**config.mk**
```make
export PLATFORM = sky130hd
export DESIGN_NAME = local_ni_injector
export DESIGN_NICKNAME = d
export VERILOG_FILES = /design/src/rtl/local_ni_pkg.sv /design/src/rtl/ni_credit_tracker.sv /design/src/rtl/local_ni_injector.sv
export SDC_FILE = /design/constraint.sdc
export NUM_CORES = 1
export LEC_CHECK = 0
export CAP_MARGIN = 20
export CORE_MARGIN = 3
export CORE_UTILIZATION = 44
export CTS_CLUSTER_DIAMETER = 60
export DETAILED_ROUTE_END_ITERATION = 10
export PLACE_DENSITY = 0.79
export SETUP_SLACK_MARGIN = 0.1
export SLEW_MARGIN = 20
export SYNTH_ARGS = -nofsm -noshare
export SYNTH_HDL_FRONTEND = slang
export SYNTH_SLANG_ARGS = --single-unit
```
**constraint.sdc**
```tcl
create_clock -name clk -period 2.18 [get_ports clk]
set_input_delay 0.436 -clock clk [delete_from_list [all_inputs] [get_ports clk]]
set_output_delay 0.436 -clock clk [all_outputs]
set_load 0.01 [all_outputs]
```
**src/rtl/local_ni_pkg.sv**
```systemverilog
// Shared types and constants for the local network-interface injector.
package local_ni_pkg;

    localparam int FLIT_W   = 16;
    localparam int CREDIT_W = 4;

    // Header flit layout: {y, x}
    localparam int DEST_Y_MSB = 15;
    localparam int DEST_Y_LSB = 8;
    localparam int DEST_X_MSB = 7;
    localparam int DEST_X_LSB = 0;

    typedef enum logic [1:0] {
        IDLE = 2'd0,
        HEAD = 2'd1,
        BODY = 2'd2
    } ni_state_t;

endpackage

```
**src/rtl/ni_credit_tracker.sv**
```systemverilog
// Saturating credit counter for the router's local input buffer, with a
// sticky flag raised when a credit arrives while the count is already full.
module ni_credit_tracker
    import local_ni_pkg::*;
#(
    parameter int BUF_DEPTH = 8
) (
    input  logic                clk,
    input  logic                reset,
    input  logic                send,
    input  logic                credit_ret,
    output logic [CREDIT_W-1:0] credits,
    output logic                credit_err
);

    localparam logic [CREDIT_W-1:0] FULL = CREDIT_W'(BUF_DEPTH);

    // Count down on a sent flit, up on a returned credit; both cancel out.
    always_ff @(posedge clk) begin
        if (reset) begin
            credits    <= FULL;
            credit_err <= 1'b0;
        end else begin
            unique case ({send, credit_ret})
                2'b10: credits <= credits - 1'b1;
                2'b01: begin
                    if (credits == FULL) credit_err <= 1'b1;
                    else                 credits    <= credits + 1'b1;
                end
                default: credits <= credits;
            endcase
        end
    end

endmodule

```
**src/rtl/local_ni_injector.sv**
```systemverilog
// Local NI injector: accepts a packet from the core and serializes it into a
// header flit plus PAYLOAD_FLITS body flits, gated by router credits.
// Optional packet counter output enabled by `LOCAL_NI_PKT_COUNT_EN.
module local_ni_injector
    import local_ni_pkg::*;
#(
    parameter int PAYLOAD_FLITS = 3,
    parameter int BUF_DEPTH     = 8
) (
    input  logic                          clk,
    input  logic                          reset,
    input  logic                          core_valid_i,
    output logic                          core_ready_o,
    input  logic [FLIT_W-1:0]             core_dest_i,
    input  logic [FLIT_W*PAYLOAD_FLITS-1:0] core_payload_i,
    output logic [FLIT_W-1:0]             l_data_o,
    output logic                          l_valid_o,
    input  logic                          l_credit_i,
    output logic [CREDIT_W-1:0]           credits_o,
    output logic                          busy_o,
    output logic                          credit_err_o
`ifdef LOCAL_NI_PKT_COUNT_EN
    ,
    output logic [15:0]                   pkt_count_o
`endif
);

    localparam logic [3:0] LAST = 4'(PAYLOAD_FLITS - 1);

    ni_state_t                              state, state_nxt;
    logic [3:0]                             idx, idx_nxt;
    logic [FLIT_W-1:0]                      dest_q;
    logic [PAYLOAD_FLITS-1:0][FLIT_W-1:0]   pay_q;
    logic [FLIT_W-1:0]                      body_flit;
    logic                                   send;
    logic                                   accept;

    // A flit goes out whenever a packet is in flight and a credit is held;
    // reset masks it so nothing escapes while the router is being reset.
    assign send         = (state != IDLE) && (credits_o != '0) && !reset;
    assign l_valid_o    = send;
    assign core_ready_o = (state == IDLE);
    assign busy_o       = (state != IDLE);
    assign accept       = core_valid_i && core_ready_o;

    ni_credit_tracker #(.BUF_DEPTH(BUF_DEPTH)) u_credit (
        .clk        (clk),
        .reset      (reset),
        .send       (send),
        .credit_ret (l_credit_i),
        .credits    (credits_o),
        .credit_err (credit_err_o)
    );

    // State, index and the packet latched at the core handshake.
    always_ff @(posedge clk) begin
        if (reset) begin
            state  <= IDLE;
            idx    <= '0;
            dest_q <= '0;
            pay_q  <= '0;
        end else begin
            state <= state_nxt;
            idx   <= idx_nxt;
            if (accept) begin
                dest_q <= core_dest_i;
                pay_q  <= core_payload_i;
            end
        end
    end

    // Body flit select by index (compare-based so the index stays 4 bits).
    always_comb begin
        body_flit = '0;
        for (int k = 0; k < PAYLOAD_FLITS; k++)
            if (idx == 4'(k)) body_flit = pay_q[k];
    end

    // Next state, index and flit mux; state holds while credits are zero.
    always_comb begin
        state_nxt = state;
        idx_nxt   = idx;
        l_data_o  = '0;
        unique case (state)
            IDLE: begin
                if (accept) begin
                    state_nxt = HEAD;
                    idx_nxt   = '0;
                end
            end
            HEAD: begin
                l_data_o = dest_q;
                if (send) begin
                    state_nxt = BODY;
                    idx_nxt   = '0;
                end
            end
            BODY: begin
                l_data_o = body_flit;
                if (send) begin
                    if (idx == LAST) begin
                        state_nxt = IDLE;
                        idx_nxt   = '0;
                    end else begin
                        idx_nxt = idx + 1'b1;
                    end
                end
            end
            default: begin
                state_nxt = IDLE;
                idx_nxt   = '0;
            end
        endcase
    end

`ifdef LOCAL_NI_PKT_COUNT_EN
    // Count packets on the cycle their last body flit leaves; wraps naturally.
    always_ff @(posedge clk) begin
        if (reset)
            pkt_count_o <= '0;
        else if (send && (state == BODY) && (idx == LAST))
            pkt_count_o <= pkt_count_o + 16'd1;
    end
`endif

endmodule

```
==> impl_results.md <==
* Mux contribution to synthesized area at 0.0160
* Synth Area in XOR/XNOR at 0.00254
* Int Pwr at 0.00313 W
* Fmax at 432 MHz
* Layout cells sized above 1 at 0.221
* Drt initial violations at approximately 250
* IO Pins at 92
* Hold crit path type: reg -> reg
* DP Cell Count at 650
* Gate power share at 0.412
* CP arrival at 1.88 ns
* Buffers added on ports at 91
* Register area share after synthesis at 0.436
* DR top layer: met4
* Peak VDD IR at 0.789 mV
* RSZ-0062 raised after global routing: true
* Drt total wl at 11100 µm
* Skew final at about 0.0098 ns
* Residual DRC count at 0
* Die area at 8920 µm²
* Fillers at 565
* Met3 wire len at 732 µm
* Fin. max-slew vios at 0
* Vias in the first global route at 3485
* Max Cap Viol at 0
* Gpl congestion at 0.899
* Fraction of registers with async set/reset at 0
* CTS tree: done
* NetSw at 0.00171 W
* Min Tclk post-route at about 2.3 ns
* Slew @ Worst Pin at 0.439 ns
* Distinct cells, synth at 42
* DRT met1 WL at 4600 µm
* Root Buffer: clkbuf_8
* Post-synth EDFFs at 0
* Switching portion of total power at 0.353
* DR pass1 iterations at 5
* Nets at 658
* Most frequent cells in the layout: nand2_1, clkdlybuf4s50_1, dfxtp_1, a21oi_1, buf_4
* Violated checks: negative setup slack
* Synth Area in Adders at 0.0276
* Largest net degree at the start of global routing at 65
* Most common cell after layout, fill and taps aside: nand2_1
* Wire length per cell at 16.2 µm
* Reg power frac at 0.361
* Worst-skew pair later-pin latency at 0.36 ns
* Total core area at 7410 µm²
* Syn Nets at between 500 and 600
* Starting Density at 0.465
* Compound-gate portion of the synthesized area at 0.201
* CP startpoint kind: flop
* Clock-pin slew on the worst setup and hold paths at 0.08 ns
* Status: finished, violations left
* Via count at between 3000 and 4000
* Finished Core Util at 0.702
* Ant. Diodes at 0
* Largest family of logic cells by synthesized area: simple AND/OR/NAND/NOR gates
* Mapped Area at 3440 µm²
* H-Tree Level Count at 3
* Deepest clock path buffer count at 2
* Area Overhead vs Synth at 51.1%
* Hold Vio Cnt, Final at 0
* Setup violators final at 16
* Simple-Gate Fraction of Synth Area at 0.273
* Metal2 WL at ~5300 µm
* Post-route setup slack at -0.132 ns
* Crit end category: output port
* Power per Cell Area at approximately 930 nW/µm²
* Prevailing post-synth register cell: dfxtp_1
* Initial antenna violation count at 0
* Hold Path Stages at 2
* CTS Buf Count at 9
* First-pass GRT wire length at approximately 17000 µm
* Die W at 94.4 µm
* Grt total ovfl at 0
* Synthesized netlist cell count at ~460
* Routed Antenna Nets at 0
* Relative slew slack at 0.705
* Kind of critical path: reg -> out
* Cells on worst reg2reg path at 8
* Ys Warns at 0
* Clock Power Share at 0.227
* Worst-path fanout max at 4
* Finished Layout Cells at 687
* Seq cells post-synth at 75
* Gr usage total at 0.243
* Mean Syn Cell Area at ~7.5 µm²
* Vias per cell at 5.40
* # clock sinks at 75
* Critical path required time at between 1.5 and 2 ns
* Chip height at around 94 µm
* Rows at 31
* Post-DP HPWL at ~7000 µm
* Leakage at 2.03 nW
* Final worst-path cycle share at 1.06
==> repair_timing <==
item,4_1_cts,5_1_grt
pin swaps,11,13
setup buffers,13,4
setup endpoints to repair,20,17
gates resized for setup,102,11
cloned,4,0
hold buffers,0,0
==> logic make-up (layout without fill, tap and decap cells) <==
family | count (synthesis) | in the layout
and+or+nand+nor | 219 | 219
AOI/OAI and AO/OA | 112 | 112
DFF | 75 | 75
buffers and inverters | 38 | 169
adders and majority gates | 7 | 7
muxes | 5 | 5
xor gates and xnor gates | 1 | 1
==> metrics by stage <==
step | setup TNS, ns | total power (W) | area (µm²) | setup slack, ns | hold WS (ns)
after global placement | -1.93 | 0.00349 | 4720 | -0.123 | 0.437
after detailed placement | -2.78 | 0.00354 | 4720 | -0.188 | 0.444
after global routing | -2.43 | 0.00510 | 5200 | -0.199 | 0.469
final | -1.41 | 0.00484 | 5200 | -0.132 | 0.455
after floorplan | 0 | 0.00283 | 3510 | 0.0449 | 0.431
after CTS | -1.13 | 0.00472 | 5100 | -0.142 | 0.455
==> state kept, by name, summed over array words and instances (netlist names) <==
name                 flops
pay_q                   48
state                    2
dest_q                  16
u_credit.credits         4
u_credit.credit_err      1
idx                      4
==> power groups by stage <==
stage	clock, W	combinational (W)	sequential, W
after floorplan	0	0.00105	0.00178
after global placement	0	0.00174	0.00175
after detailed placement	0	0.00178	0.00176
after CTS	0.00110	0.00188	0.00174
after global routing	0.00117	0.00217	0.00177
final	0.00110	0.00199	0.00175
==> cell type report <==
cell class                 count  area [µm²]  share of cell area
clock buffer                  10         138              0.0265
clock inverter                 6        65.1              0.0125
inverter                       6        22.5             0.00433
multi-input combinational    344        1960               0.377
sequential                    75        1510               0.291
tap                           99         124              0.0238
timing repair buffer         147        1380               0.265
==> synth_stat cells, types with 2 or more instances <==
library cell	n	area [µm²]
nand2b_1	18	113
buf_1	6	22.5
nor2_1	22	82.6
inv_1	5	18.8
ha_1	6	75.1
mux2i_1	4	40.0
nor3_1	3	15.0
nor4_1	2	12.5
clkbuf_1	21	78.8
nor2b_1	2	12.5
o21ai_1	4	20.0
o21ai_0	14	70.1
dfxtp_1	75	1500
a21oi_1	67	335
buf_2	5	25.0
and2_1	2	12.5
a32o_1	16	160
nand2_1	161	604
==> critical path: stages (launching register included) <==
cell	delay, ns
dfxtp_2	0.34
inv_2	0.06
buf_6	0.11
ha_4	0.16
nand2_4	0.07
nor3_4	0.04
buf_6	0.12
buf_6	0.11
buf_6	0.12
a32o_1	0.25
buf_2	0.14
==> worst paths after layout <==
path,slack [ns],start,endpoint
min reg2reg,0.46,pay_q[7],pay_q[7]
max,-0.13,state[0],l_data_o[11]
max reg2reg,0,u_credit.credits[0],u_credit.credits[3]
min,0.46,pay_q[7],pay_q[7]
==> metal layers <==
metal	GRT usage	vias to the layer above
li1	-	1784
met1	0.308	1740
met2	0.387	156
met3	0.0534	32
met4	0.130	0
met5	0	-
Note: power is estimated with default switching activity, not from simulation.
